**config.mk**
```make
export PLATFORM = sky130hd
export DESIGN_NAME = mem_bus_arbiter
export DESIGN_NICKNAME = d
export VERILOG_FILES = /design/src/rtl/mem_arb_pkg.sv /design/src/rtl/mem_arb_rr2.sv /design/src/rtl/mem_bus_arbiter.sv
export SDC_FILE = /design/constraint.sdc
export NUM_CORES = 1
export LEC_CHECK = 0
export BUFFER_PORTS_ARGS = -buffer_cell sky130_fd_sc_hd__buf_2
export CAP_MARGIN = 20
export CORE_AREA = 2 2 121 123
export DETAILED_ROUTE_END_ITERATION = 16
export DIE_AREA = 0 0 123 125
export PLACE_DENSITY = 0.47
export REMOVE_ABC_BUFFERS = 1
export SLEW_MARGIN = 0
export SYNTH_ARGS = -nofsm -noshare
export SYNTH_HDL_FRONTEND = slang
export SYNTH_SLANG_ARGS = --single-unit
```
**constraint.sdc**
```tcl
create_clock -name clk -period 1.9 [get_ports clk]
set_input_delay 0.19 -clock clk [delete_from_list [all_inputs] [get_ports clk]]
set_output_delay 0.19 -clock clk [all_outputs]
set_load 0.02 [all_outputs]
```
**src/rtl/mem_arb_pkg.sv**
```systemverilog
// Shared types and default bus widths for the two-port memory bus arbiter.
package mem_arb_pkg;

    localparam int ADDR_W_DEF = 32;
    localparam int DATA_W_DEF = 32;

    typedef enum logic [1:0] {
        IDLE = 2'd0,
        OWN0 = 2'd1,
        OWN1 = 2'd2
    } owner_e;

endpackage

```
**src/rtl/mem_arb_rr2.sv**
```systemverilog
// Two-way round-robin pick: a lone request wins; on a tie the port other than last wins.
// Purely combinational, no backpressure of its own.
module mem_arb_rr2 (
    input  logic [1:0] req_i,
    input  logic       last_i,
    output logic       gnt_idx_o,
    output logic       gnt_vld_o
);

    assign gnt_vld_o = |req_i;
    assign gnt_idx_o = (&req_i) ? ~last_i : req_i[1];

endmodule

```
**src/rtl/mem_bus_arbiter.sv**
```systemverilog
// Shares one memory bus between fetch (port 0) and LSU (port 1); grant is combinational, read data one cycle after hit.
// The grant stays locked on its owner until mem_hit or watchdog timeout; the losing port simply waits with req held.
module mem_bus_arbiter
    import mem_arb_pkg::*;
#(
    parameter int ADDR_W  = ADDR_W_DEF,
    parameter int DATA_W  = DATA_W_DEF,
    parameter int TIMEOUT = 64
) (
    input  logic                  clk,
    input  logic                  rst_n,
    input  logic                  r0_req,
    input  logic [ADDR_W-1:0]     r0_addr,
    input  logic [DATA_W-1:0]     r0_wdata,
    input  logic [DATA_W/8-1:0]   r0_be,
    input  logic                  r0_we,
    output logic                  r0_ready,
    output logic                  r0_rvalid,
    output logic [DATA_W-1:0]     r0_rdata,
    output logic                  r0_err,
    input  logic                  r1_req,
    input  logic [ADDR_W-1:0]     r1_addr,
    input  logic [DATA_W-1:0]     r1_wdata,
    input  logic [DATA_W/8-1:0]   r1_be,
    input  logic                  r1_we,
    output logic                  r1_ready,
    output logic                  r1_rvalid,
    output logic [DATA_W-1:0]     r1_rdata,
    output logic                  r1_err,
    output logic [ADDR_W-1:0]     mem_addr,
    output logic [DATA_W-1:0]     mem_wdata,
    output logic [DATA_W/8-1:0]   mem_be,
    output logic                  mem_we,
    input  logic [DATA_W-1:0]     mem_rdata,
    input  logic                  mem_hit
);

    localparam int CNT_W = (TIMEOUT > 0) ? $clog2(TIMEOUT + 1) : 1;
    localparam logic [CNT_W-1:0] CNT_LAST = CNT_W'((TIMEOUT > 0) ? TIMEOUT - 1 : 0);

    owner_e           owner_q, owner_d;
    logic             rr_last_q, rr_last_d;
    logic             rsp_owner_q, rsp_owner_d;
    logic             rsp_valid_q, rsp_valid_d;
    logic [CNT_W-1:0] wait_cnt_q, wait_cnt_d;

    logic arb_idx, arb_vld;
    logic gnt_vld, gnt_idx;
    logic hit_done, tmo;

    mem_arb_rr2 u_rr (
        .req_i     ({r1_req, r0_req}),
        .last_i    (rr_last_q),
        .gnt_idx_o (arb_idx),
        .gnt_vld_o (arb_vld)
    );

    // Fresh grants are masked while reset is held so the bus and handshakes read as idle.
    always_comb begin
        gnt_vld = 1'b0;
        gnt_idx = 1'b0;
        case (owner_q)
            OWN0:    gnt_vld = 1'b1;
            OWN1: begin
                gnt_vld = 1'b1;
                gnt_idx = 1'b1;
            end
            default: begin
                gnt_vld = arb_vld & rst_n;
                gnt_idx = arb_idx;
            end
        endcase
    end

    always_comb begin
        mem_addr  = '0;
        mem_wdata = '0;
        mem_be    = '0;
        mem_we    = 1'b0;
        if (gnt_vld) begin
            if (gnt_idx) begin
                mem_addr  = r1_addr;
                mem_wdata = r1_wdata;
                mem_be    = r1_be;
                mem_we    = r1_we;
            end else begin
                mem_addr  = r0_addr;
                mem_wdata = r0_wdata;
                mem_be    = r0_be;
                mem_we    = r0_we;
            end
        end
    end

    // A hit in the same cycle as the last allowed wait cycle completes normally.
    assign hit_done = gnt_vld & mem_hit;
    assign tmo      = (TIMEOUT > 0) && gnt_vld && !mem_hit && (wait_cnt_q == CNT_LAST);

    assign r0_ready  = hit_done & ~gnt_idx;
    assign r1_ready  = hit_done &  gnt_idx;
    assign r0_err    = tmo & ~gnt_idx;
    assign r1_err    = tmo &  gnt_idx;
    assign r0_rvalid = rsp_valid_q & ~rsp_owner_q;
    assign r1_rvalid = rsp_valid_q &  rsp_owner_q;
    assign r0_rdata  = r0_rvalid ? mem_rdata : '0;
    assign r1_rdata  = r1_rvalid ? mem_rdata : '0;

    always_comb begin
        owner_d     = owner_q;
        rr_last_d   = rr_last_q;
        rsp_owner_d = rsp_owner_q;
        rsp_valid_d = 1'b0;
        wait_cnt_d  = '0;
        if (hit_done) begin
            owner_d   = IDLE;
            rr_last_d = gnt_idx;
            if (!mem_we) begin
                rsp_valid_d = 1'b1;
                rsp_owner_d = gnt_idx;
            end
        end else if (tmo) begin
            owner_d   = IDLE;
            rr_last_d = gnt_idx;
        end else if (gnt_vld) begin
            owner_d = gnt_idx ? OWN1 : OWN0;
            if (TIMEOUT > 0) begin
                wait_cnt_d = wait_cnt_q + CNT_W'(1);
            end
        end
    end

    always_ff @(posedge clk or negedge rst_n) begin
        if (!rst_n) begin
            owner_q     <= IDLE;
            rr_last_q   <= 1'b1;
            rsp_owner_q <= 1'b0;
            rsp_valid_q <= 1'b0;
            wait_cnt_q  <= '0;
        end else begin
            owner_q     <= owner_d;
            rr_last_q   <= rr_last_d;
            rsp_owner_q <= rsp_owner_d;
            rsp_valid_q <= rsp_valid_d;
            wait_cnt_q  <= wait_cnt_d;
        end
    end

endmodule

```
# == After elaboration in Yosys (flattened, before gate mapping) ==
# Index checks and enable logic that the tools add are counted.
# op_classes
add_sub_neg,1
n_eq_ne,3
muxes,24
n_bitwise,12
reduce_logical,9
# ops
operator,n
32-bit 2-to-1 mux,6
7-bit 2-to-1 mux,3
1-bit bitwise AND,8
1-bit 2-to-1 mux,8
2-bit 2-to-1 mux,4
4-bit 2-to-1 mux,2
"7-bit by 1-bit adder with 7-bit output, second input constant",1
"7-bit by 6-bit equality test with 1-bit output, second input constant",1
1-bit inverter,4
2-bit AND reduction,2
2-bit OR reduction,2
3-bit nonzero test,1
"2-bit by 1-bit equality test with 1-bit output, second input constant",1
"2-bit equality test, second input constant",1
1-bit logical AND,2
1-bit one-hot mux with 2 select lines,1
2-bit nonzero test,1
1-bit zero test,1
# word_totals
ff_bits,12
inputBits,175
out_inout_bits,139
word_cells,54

# == Depth between registers and ports, before layout ==
# Gate-level depths: netlist of the first run.
# depth
ltp_word,7
ltp_mapped,7
mapped_depth_nobuf,5

# == Hierarchy ==
# From an unflattened synthesis of the first run, not the netlist that was laid out.
# unflattened
cells_unflattened,368
hier_area_um2,2100.8
# modules_own_cells
module,instances,cells_per_inst,area_each_um2,seq_area_each_um2
mem_bus_arbiter,1,366,2087.0,301.5
mem_arb_rr2,1,2,13.8,0.0

# == Worst setup path before layout of the first run ==
# No wires, ideal clock.
# synth_timing
path_kind,register to output
start,register owner_q[1]
end,output mem_addr[22]
arrival_ps,1608
required_time_ps,1710
slack_ps,102
path_stages_with_launch,7
path_buffers,2
cell_sequence,dfrtp_1 > ha_1 > a31o_2 > buf_4 > buf_2 > nand2_1 > a21oi_1
# synth_via
elab_chain_len,4
word_cells_on_any_way,7
cone_classes,eq/ne: 2; mux: 4; reduce/logical: 1
# synth_lines
item,line_no,text
start: declaration,mem_bus_arbiter.sv:41,"owner_e owner_q, owner_d;"
start signal: assignment,mem_bus_arbiter.sv:140,owner_q <= owner_d;
2-bit equality test / 2-bit by 1-bit equality test with 1-bit output (equally long branches),mem_bus_arbiter.sv:62,case (owner_q)
1-bit one-hot mux with 2 select lines / 2-bit OR reduction (equally long branches),--,
32-bit 2-to-1 mux / 1-bit 2-to-1 mux (equally long branches),"mem_bus_arbiter.sv:81, mem_bus_arbiter.sv:62",
32-bit 2-to-1 mux *,mem_bus_arbiter.sv:80,if (gnt_vld) begin
end: declaration,mem_bus_arbiter.sv:30,"output logic [ADDR_W-1:0] mem_addr,"
# Mark *: on every way between the ends. The rest lies on a longest branch, timed or not.

# == Worst setup path after layout of the first run ==
# layout_timing
start,register owner_q[0]
end,output r0_err
# layout_via
elab_chain_len,6
word_cells_on_any_way,9
cone_classes,eq/ne: 2; mux: 2; bitwise: 2; reduce/logical: 3
# layout_lines
item,line_no,text
2-bit equality test / 2-bit by 1-bit equality test with 1-bit output (equally long branches),mem_bus_arbiter.sv:62,
2-bit OR reduction (no line),--,
1-bit 2-to-1 mux,mem_bus_arbiter.sv:62,
1-bit logical AND (2 in series),mem_bus_arbiter.sv:97,assign tmo = (TIMEOUT > 0) && gnt_vld && !mem_hit && (wait_cnt_q == CNT_LAST);
1-bit bitwise AND *,mem_bus_arbiter.sv:101,assign r0_err = tmo & ~gnt_idx;
end: declaration,mem_bus_arbiter.sv:20,"output logic r0_err,"
# Marked as above.

==> summary.md, run 1 <==
| Metric | Value |
|---|---|
| Die ar. | roughly 15000 um^2 |
| Worst-case reg-to-reg path depth | 7 |
| Final GP Congestion | 0.804 |
| Final Skew | approximately 1.6 ps |
| Fraction of registers with async set/reset | 1.00 |
| Placeable Area | 14200 um^2 |
| Synth top cells by count | 141 x nand2_1, 40 x a21oi_2, 33 x and2_1, 32 x and3_1, 29 x a21oi_1 |
| Area grow syn2layout | 115% |
| Synth Cell Area | approximately 2300 um^2 |
| Status | finished with violations |
| H-Tree Depth | 1 |
| Pwr per Cell Area | ~1900 nW/um^2 |
| Multi-input logic area | 1940 um^2 |
| Final setup viols | 71 |
| Hold_ws | 248 ps |
| Max clock buf depth | 2 |
| Reg2reg end | rr_last_q |
| Leakage | 2.79 nW |
| Failing checks | negative setup slack |
| DRC violations left | 0 |
| Register area share after synthesis | 0.130 |
| CP arrival | 1860 ps |
| Synth cell types | 35 |
| CP Cell Sequence | inv_2 > ha_4 > a31o_4 > buf_12 > buf_16 > nor4_4 > buf_4 |
| Most common cell in the netlist | nand2_1 |
| Share of the synthesized area in the top cell type | 0.228 |
| Mapped Cells | 365 |
| RR Startpoint | wait_cnt_q[0] |
| Hold Startpoint | r1_we |
| Clk sink count | 12 |
| Worst Hold Class | in -> reg |
| Period utilization | 1.08 |
| Avg Cell Area, Syn | approximately 6.4 um^2 |
| Slew HR | 0.739 |
| Max Fclk | about 0.49 GHz |
| 1st-iter DRT viols | 85 |
| Share of cells above drive strength 1 | 0.656 |
| Period minus WS final | 2050 ps |
| Layout Nets | 872 |
| Worst setup margin | -151 ps |
| First-pass GRT wire length | about 18000 um |
| Die width | between 100 and 150 um |
| # Max-Cap Violations | 0 |
| Vias | 3785 |
| CP max stage delay | 370 ps |
| Placed inst area | 4070 um^2 |
| Critical Path End Type | primary output |
| CP Launch Type | flip-flop |
| Clock root buffer | clkbuf_16 |
| Initial antenna violation count | 2 |
| Slew @ Worst Pin | 390 ps |
| CTS tree | yes |
| Starting Density | 0.163 |
| Synth warn | 0 |
| Max rail drop VDD | 1050 uV |
| Storage cell area | between 300 and 400 um^2 |
| Post-synth top flop | dfrtp_1 |
| Post-DP HPWL | 10200 um |
| DR vias/cell | between 4 and 5 |
| Critical path class | reg -> out |
| R2r setup slk | between 200 and 300 ps |
| IO buf count | 313 |
| Die span in y | between 100 and 150 um |
| Final Hold Viols | 0 |
| Drt pass-1 iters | 4 |
| CTS buffer count | 3 |
| Post-route ant nets | 0 |
| Hold path depth | 3 |
| CP required | about 1700 ps |
| Top post-synthesis cells by area | nand2_1 23%, a21oi_2 15%, dfrtp_1 12% |
| IO Pins | 314 |
| Fin. max-slew vios | 0 |
| Clock Latency Late Sink | 240 ps |
| Filler Cells Inserted | roughly 1500 |
| EDFF count, synth | 0 |
| Vias in the first global route | 3440 |
| Largest net degree at the start of global routing | 50 |
| Overall Power | 9.24 mW |
| Post-synth top area cell | nand2_1 |
| Master of the slowest instance on the critical path | dfrtp_1 |
| Pre-CTS setup slack | 47.0 ps |
| Number of synthesized register bits | 12 |
| Worst Hold Endpoint | rsp_owner_q |
| RSZ-0062 raised after global routing | true |
| Detailed-route wire length | 13900 um |
| Gr ovfl total | 0 |
| Routed WL per cell | 15.8 um |
| Total global-route track usage | 0.150 |
| # rows | 44 |
| Final instance area | 4980 um^2 |
| Clock Pin Slew Worst Setup and Hold Paths | 50 ps |
| Worst-path fanout max | 11 |
final cells by class:
| class | count | share of cell area |
|---|---|---|
| inverters | 4 | 0.00302 |
| well taps | 184 | 0.0463 |
| flip-flops and latches | 12 | 0.0606 |
| clock buffers | 4 | 0.0178 |
| repair buffers | 358 | 0.481 |
| multi-input cells | 316 | 0.390 |
| diodes | 2 | 0.00101 |
placed cells by master (no fill, tap or decap), drive strengths merged, types with 3 or more instances in the layout:
cell      n
dfrtp    11
nor3      3
nand3     3
nand2   141
inv       4
a21oi    69
and3     32
and2     35
o21ai     3
nor2      9
buf     352
clkbuf    9
worst max-delay path by stage:
stage | from | endpoint | slack, ps | cells past startpoint
global placement | owner_q[1] | mem_be[1] | 50 | 6
CTS | owner_q[0] | r1_err | -120 | 7
floorplan | owner_q[1] | mem_we | -590 | 4
global route | owner_q[0] | r0_err | -220 | 7
finish | owner_q[0] | r0_err | -150 | 7
detailed placement | owner_q[0] | mem_addr[25] | 50 | 7
per-layer routing:
layer | track usage | vias up | routed length [um]
li1 | - | 1857 | -
met5 | 0 | - | 0
met3 | 0.0251 | 4 | 1020
met1 | 0.179 | 1722 | 5510
met4 | 0.0201 | 0 | 31
met2 | 0.282 | 202 | 7310
power breakdown:
group / leakage [nW] / internal (mW) / switching [mW]
Combinational: 2.58 / 3.77 / 4.67
Clock: 0.0442 / 0.318 / 0.118
Sequential: 0.160 / 0.322 / 0.0442
state kept, by name, indices dropped and copies added (netlist names):
register / cells
owner_q: 2
rr_last_q: 1
rsp_owner_q: 1
rsp_valid_q: 1
wait_cnt_q: 7
logic make-up after synthesis:
kind of cell,after synthesis,synth area share
xor+xnor,4,0.0151
flops,12,0.130
mux,1,0.00432
simple gates,228,0.468
fa+ha+maj,2,0.0108
compound gates,80,0.258
buf+inv,38,0.113
worst max-delay path: cells and delay by family, from the launching register on:
| family | cells | cell delay [ps] |
|---|---|---|
| buf+inv | 4 | 560 |
| flops | 1 | 370 |
| compound gates | 1 | 270 |
| fa+ha+maj | 1 | 220 |
| simple gates | 1 | 190 |
metrics by stage:
stage	utilization	std cells	TNS, ps
detailed placement	0.287	847	0
floorplan	-	331	-47570
global placement	0.287	847	0
global route	0.350	880	-10660
finish	0.350	880	-5610
CTS	0.313	856	-4440
what timing repair did:
| action | CTS | global route |
|---|---|---|
| pin swaps | 4 | 13 |
| cloned | 2 | 8 |
| endpoints found under the hold margin | 11 | 0 |
| gates resized for setup | 70 | 74 |
| endpoints found under the setup margin | 71 | 73 |
| hold buffers | 1 | 0 |
| setup buffers | 2 | 14 |
Power figures use the tool's default switching activity.
==> run 2, diff against run 1 <==
Clock period 1.9 ns to 2.5 ns, I/O delays scaled along.
==> run 2 against run 1 <==
Effect of this change: via count is 4.9% lower; the run now ends clean; die area stayed put; cell area is 18% lower; global-route usage is 0.48 points lower; highest routed layer is now met5; first-iteration DRC count is 26% higher; largest cell class is now multi-input gates; clock skew is 1.4 ps higher; worst setup slack better by 280 ps; sequential cell count stayed put; non-clock buffer count is 33 lower; core utilization is 6.2 points lower.
==> summary.md, run 2 (synthesis results as in run 1) <==
| Metric | Value |
|---|---|
| CP arrival | 2120 ps |
| Worst Hold Class | in -> reg |
| Status | finished, final reports clean |
| Ant diodes | 0 |
| Wire length on met1 | 5120 um |
| Worst Hold Endpoint | rsp_owner_q |
| 1st-iter DRT viols | 107 |
| Max Fclk | 0.422 GHz |
| Worst-path fanout max | 27 |
| DRC violations left | 0 |
| Routed WL per cell | 14.5 um |
| R2r setup slk | approximately 760 ps |
| Die span in y | ~130 um |
| Layout Nets | 838 |
| Master of the slowest instance on the critical path | dlygate4sd3_1 |
| RSZ-0062 raised after global routing | false |
| Gr ovfl total | 0 |
| Final GP Congestion | ~0.8 |
| Post-CTS Setup Inserts | 0 |
| Met2 routed WL | 5990 um |
| Die ar. | around 15000 um^2 |
| Hold Startpoint | r1_we |
| Worst-case reg-to-reg path depth | 5 |
| Critical path class | in -> out |
| Share of cells above drive strength 1 | 0.574 |
| Worst Path Buf+Inv | 4 |
| Largest Register | wait_cnt_q |
| Fin. max-slew vios | 0 |
| CTS tree | yes |
| Vias in the first global route | ~3300 |
| Max FFs per register | 7 |
| Max rail drop VDD | 870 uV |
| Slew HR | 0.641 |
| Area grow syn2layout | 76.5% |
| Final core utilization | 0.288 |
| Clock Pin Slew Worst Setup and Hold Paths | roughly 40 ps |
| RR Startpoint | owner_q[1] |
| CP Launch Type | primary input |
| IO buf count | approximately 310 |
| Clock Latency Late Sink | 240 ps |
| Largest net degree at the start of global routing | 58 |
| Top Registers | wait_cnt_q: 7 flops, owner_q: 2 flops |
| Pre-CTS setup slack | 423 ps |
| DR vias/cell | 4.26 |
| CP Cell Sequence | dlygate4sd3_1 > buf_4 > o21ai_2 > and2_4 > buf_12 > a21oi_1 > buf_2 |
| Die width | 123 um |
| CP max stage delay | 540 ps |
| Drt pass-1 iters | 4 |
| Leakage | 2.48 nW |
| Vias | 3598 |
| Crit path max-delay family | buffers and inverters |
| Final Hold Viols | 0 |
| Detailed-route wire length | between 10000 and 15000 um |
| # Max-Cap Violations | 0 |
| Pwr per Cell Area | 1250 nW/um^2 |
| Final setup viols | 0 |
| WL met3 | 1040 um |
| Max clock buf depth | 2 |
| First-pass GRT wire length | around 18000 um |
| Worst setup margin | 131 ps |
| # rows | 44 |
| CTS buffer count | 3 |
| Period minus WS final | 2370 ps |
| Critical Path End Type | primary output |
| Most frequent cells in the layout | 312 x buf_2, 141 x nand2_1, 40 x a21oi_2, 33 x and2_1, 32 x and3_1 |
| IO Pins | approximately 310 |
| Hold path depth | 3 |
| Period utilization | 0.947 |
| Clock root buffer | clkbuf_16 |
| CP required | around 2300 ps |
| Post-DP HPWL | 9980 um |
| Placeable Area | 14200 um^2 |
| Reg2reg end | owner_q[1] |
| Final Skew | 3.03 ps |
| Starting Density | 0.163 |
| Total global-route track usage | 0.145 |
| Slew @ Worst Pin | 538 ps |
| Clk sink count | 12 |
| Post-route ant nets | 0 |
| H-Tree Depth | 1 |
| DR top layer | met5 |
| Commonest non-fill, non-tap cell in the layout | buf_2 |
| Initial antenna violation count | 2 |
## run 2: cell type report
| class | instances | area (um^2) |
|---|---|---|
| fillers | 1619 | 10100 |
| inverters | 4 | 15.0 |
| well taps | 184 | 230 |
| clock buffers | 4 | 78.8 |
| multi-input cells | 315 | 1750 |
| flip-flops and latches | 12 | 302 |
| repair buffers | 325 | 1710 |
## run 2: routing by layer
| layer | GRT usage | vias to the layer above |
|---|---|---|
| met4 | 0.0127 | 2 |
| met3 | 0.0283 | 10 |
| met1 | 0.178 | 1592 |
| li1 | - | 1791 |
| met2 | 0.268 | 203 |
| met5 | 0 | - |
## run 2: tightest hold or removal path, delay by kind of cell
family / cells / cell delay (ps)
buf+inv: 1 / 90
simple gates: 1 / 40
compound gates: 1 / 120
## run 2: power breakdown
part           internal [mW]  switching, mW
combinational           1.49           3.06
sequential             0.244         0.0216
clock                  0.215         0.0870
## run 2: how the worst max path moves through the flow
stage | slack, ps | cells after the start | endpoint | startpoint
floorplan | -50 | 4 | mem_we | owner_q[1]
global placement | 430 | 7 | mem_addr[25] | owner_q[0]
detailed placement | 420 | 6 | mem_wdata[23] | owner_q[1]
CTS | 50 | 7 | mem_addr[25] | rst_n
global route | 30 | 7 | mem_wdata[23] | owner_q[0]
finish | 130 | 7 | mem_addr[25] | rst_n
## run 2: what timing repair did
| action | CTS | global route |
|---|---|---|
| endpoints found under the setup margin | 0 | 9 |
| endpoints found under the hold margin | 11 | 0 |
| resized for setup | 0 | 2 |
| hold buffers | 1 | 0 |
## run 2: through the flow
stage / hold slack (ps) / instances / area, um^2 / setup TNS [ps] / total power [mW]
final: 298 / 844 / 4090 / 0 / 5.12
after global routing: 311 / 844 / 4090 / 0 / 5.55
after CTS: 293 / 844 / 4090 / 0 / 5.20
after detailed placement: 158 / 839 / 4000 / 0 / 4.87
after global placement: 160 / 839 / 4000 / 0 / 4.89
after floorplan: -45.6 / 331 / 2070 / -592 / 3.11
==> run 3, diff against run 2 <==
Settings changed: ABC_AREA from default to 1, PLACE_DENSITY 0.47 to 0.45.
==> run 3 against run 2 <==
Effect of this change: synthesized area is 12% lower; critical path depth is 3 higher; register-to-register slack worse by 130 ps; cell area is 5.0% lower; largest power group unchanged; critical endpoint is now mem_addr[1].
==> summary.md, run 3 <==
| Metric | Value |
|---|---|
| CTS buffer count | 3 |
| Die span in y | 125 um |
| Register area share after synthesis | 0.148 |
| Layout Nets | between 800 and 900 |
| CP Launch Type | flip-flop |
| Max Fclk | 0.439 GHz |
| Vias in the first global route | 3095 |
| Largest Register | wait_cnt_q |
| TNS Setup | 0 ps |
| DRC violations left | 0 |
| Fraction of registers with async set/reset | 1.00 |
| Share of the synthesized area in the top cell type | 0.395 |
| Die ar. | 15400 um^2 |
| Post-CTS Setup Inserts | 0 |
| Post-route ant nets | 0 |
| H-Tree Depth | 1 |
| Synth warn | 0 |
| Pwr per Cell Area | 1220 nW/um^2 |
| Worst-path fanout max | 36 |
| Hold Startpoint | mem_hit |
| Clock root buffer | clkbuf_16 |
| Storage cell area | ~300 um^2 |
| CP required | 2250 ps |
| Drt pass-1 iters | 4 |
| Share of cells above drive strength 1 | 0.469 |
| Placeable Area | approximately 14000 um^2 |
| Most common cell in the netlist | nor2_1 |
| CP arrival | 2030 ps |
| CTS tree | yes |
| Synth Cell Area | 2040 um^2 |
| R2r setup slk | ~630 ps |
| Status | finished, final reports clean |
| Final Hold Viols | 0 |
| CP Cell Sequence | ha_1 > nand2_1 > inv_2 > nand2_2 > nand2_2 > inv_8 > buf_12 > nor2_1 > nor2_1 > buf_2 |
| Max FFs per register | 7 |
| IO Pins | 314 |
| RR Startpoint | owner_q[1] |
| Ant diodes | 0 |
| Leakage | 2.56 nW |
| DR vias/cell | 3.89 |
| Routed WL per cell | 12.7 um |
| Worst Hold Endpoint | rsp_valid_q |
| Area grow syn2layout | 90.4% |
| Critical path class | reg -> out |
| Top Registers | wait_cnt_q: 7 flops, owner_q: 2 flops |
| Post-DP HPWL | a little over 9000 um |
| Final Skew | 4.74 ps |
| Most frequent cells in the layout | 313 x buf_2, 215 x nor2_1, 61 x o21ai_0, 50 x inv_1, 15 x nand2_1 |
| Worst-case reg-to-reg path depth | 6 |
| Vias | 3497 |
| Gr ovfl total | 0 |
| Total global-route track usage | 0.132 |
| Clk sink count | 12 |
| Clock Latency Late Sink | ~240 ps |
| CP max stage delay | 370 ps |
| Worst Path Buf+Inv | 4 |
| Detailed-route wire length | 11400 um |
| Slew HR | 0.445 |
| Post-synth top flop | dfrtp_1 |
| Fin. max-slew vios | 0 |
| Hold path depth | 3 |
| Crit path max-delay family | buffers and inverters |
| 1st-iter DRT viols | 159 |
| Largest net degree at the start of global routing | between 50 and 60 |
| Mapped Cells | ~420 |
| Post-synth top area cell | nor2_1 |
| Filler Cells Inserted | between 1500 and 2000 |
| Initial antenna violation count | 0 |
| Period utilization | 0.911 |
| # Max-Cap Violations | 0 |
| First-pass GRT wire length | 16400 um |
| Critical Path End Type | primary output |
| Multi-input logic area | 1360 um^2 |
| Clock Pin Slew Worst Setup and Hold Paths | 50 ps |
| Number of synthesized register bits | 12 |
| Die width | roughly 120 um |
| Period minus WS final | 2280 ps |
| EDFF count, synth | 0 |
| Master of the slowest instance on the critical path | dfrtp_1 |
| Final GP Congestion | 0.843 |
| Synth top cells by count | 215 x nor2_1, 61 x o21ai_0, 50 x inv_1, 16 x nand2_1 |
| Worst Hold Class | in -> reg |
| Slew @ Worst Pin | 831 ps |
| Avg Cell Area, Syn | 4.92 um^2 |
| Final setup viols | 0 |
| Reg2reg end | owner_q[1] |
| Commonest non-fill, non-tap cell in the layout | buf_2 |
| Synth cell types | 21 |
| IO buf count | 313 |
| Max clock buf depth | 2 |
| RSZ-0062 raised after global routing | false |
| Hold_ws | 307 ps |
| Starting Density | 0.144 |
| # rows | 44 |
| Top post-synthesis cells by area | nor2_1 40%, o21ai_0 15%, dfrtp_1 13% |
| Max rail drop VDD | 1210 uV |
## run 3: how the worst max path moves through the flow
stage / start / end / slack (ps) / cells past startpoint
after detailed placement: owner_q[0] / mem_addr[11] / 420 / 11
after CTS: owner_q[1] / mem_addr[11] / 160 / 10
after floorplan: owner_q[1] / r0_ready / 110 / 6
after global placement: owner_q[1] / mem_addr[11] / 430 / 10
final: owner_q[1] / mem_addr[1] / 220 / 10
after global routing: owner_q[0] / mem_addr[19] / 40 / 10
## run 3: through the flow
stage	utilization	setup slack (ps)	cell area, um^2	cells	power, mW
floorplan	-	111	1850	386	2.76
detailed placement	0.267	422	3790	894	4.45
global route	0.274	38.9	3890	899	5.16
global placement	0.267	430	3790	894	4.49
CTS	0.274	162	3880	899	4.80
finish	0.274	224	3890	899	4.76
## run 3: logic make-up (layout without fill, tap and decap cells)
kind of cell    after synthesis  count (layout)  share of synthesized area
fa+ha+maj                     2               2                     0.0123
flops                        12              12                      0.148
xor+xnor                      2               2                    0.00858
buf+inv                      81             381                      0.190
compound gates               74              74                      0.183
simple gates                244             244                      0.459
## run 3: timing repair
action                     4_1_cts  5_1_grt
gates resized for setup          0        1
setup endpoints to repair        0        1
hold buffers                     1        0
hold endpoints to repair        11        0
## run 3: area by class of cell
class,count,area share
sequential,12,0.0776
timing repair buffer,325,0.440
inverter,52,0.0521
multi-input combinational,322,0.349
tap,184,0.0592
clock buffer,4,0.0229
## run 3: metal layers
metal  vias to the layer above  track usage  wire length, um
met5                         -            0                0
met2                       116        0.241             5780
li1                       1857            -                -
met4                         0       0.0187               97
met3                         8       0.0137              612
met1                      1516        0.168             4890
## run 3: worst register-to-register path, stage by stage, from the launching register on
cell	delay [ps]
dfrtp_1	370
ha_1	300
nand2_2	360
nand2_1	190
nor2_1	260
inv_1	130
o21ai_0	170
## run 3: power by group
| group | total, mW | switching (mW) | leakage, nW | internal [mW] |
|---|---|---|---|---|
| sequential | 0.266 | 0.0226 | 0.159 | 0.243 |
| combinational | 4.16 | 2.84 | 2.36 | 1.32 |
| clock | 0.328 | 0.0864 | 0.0442 | 0.242 |
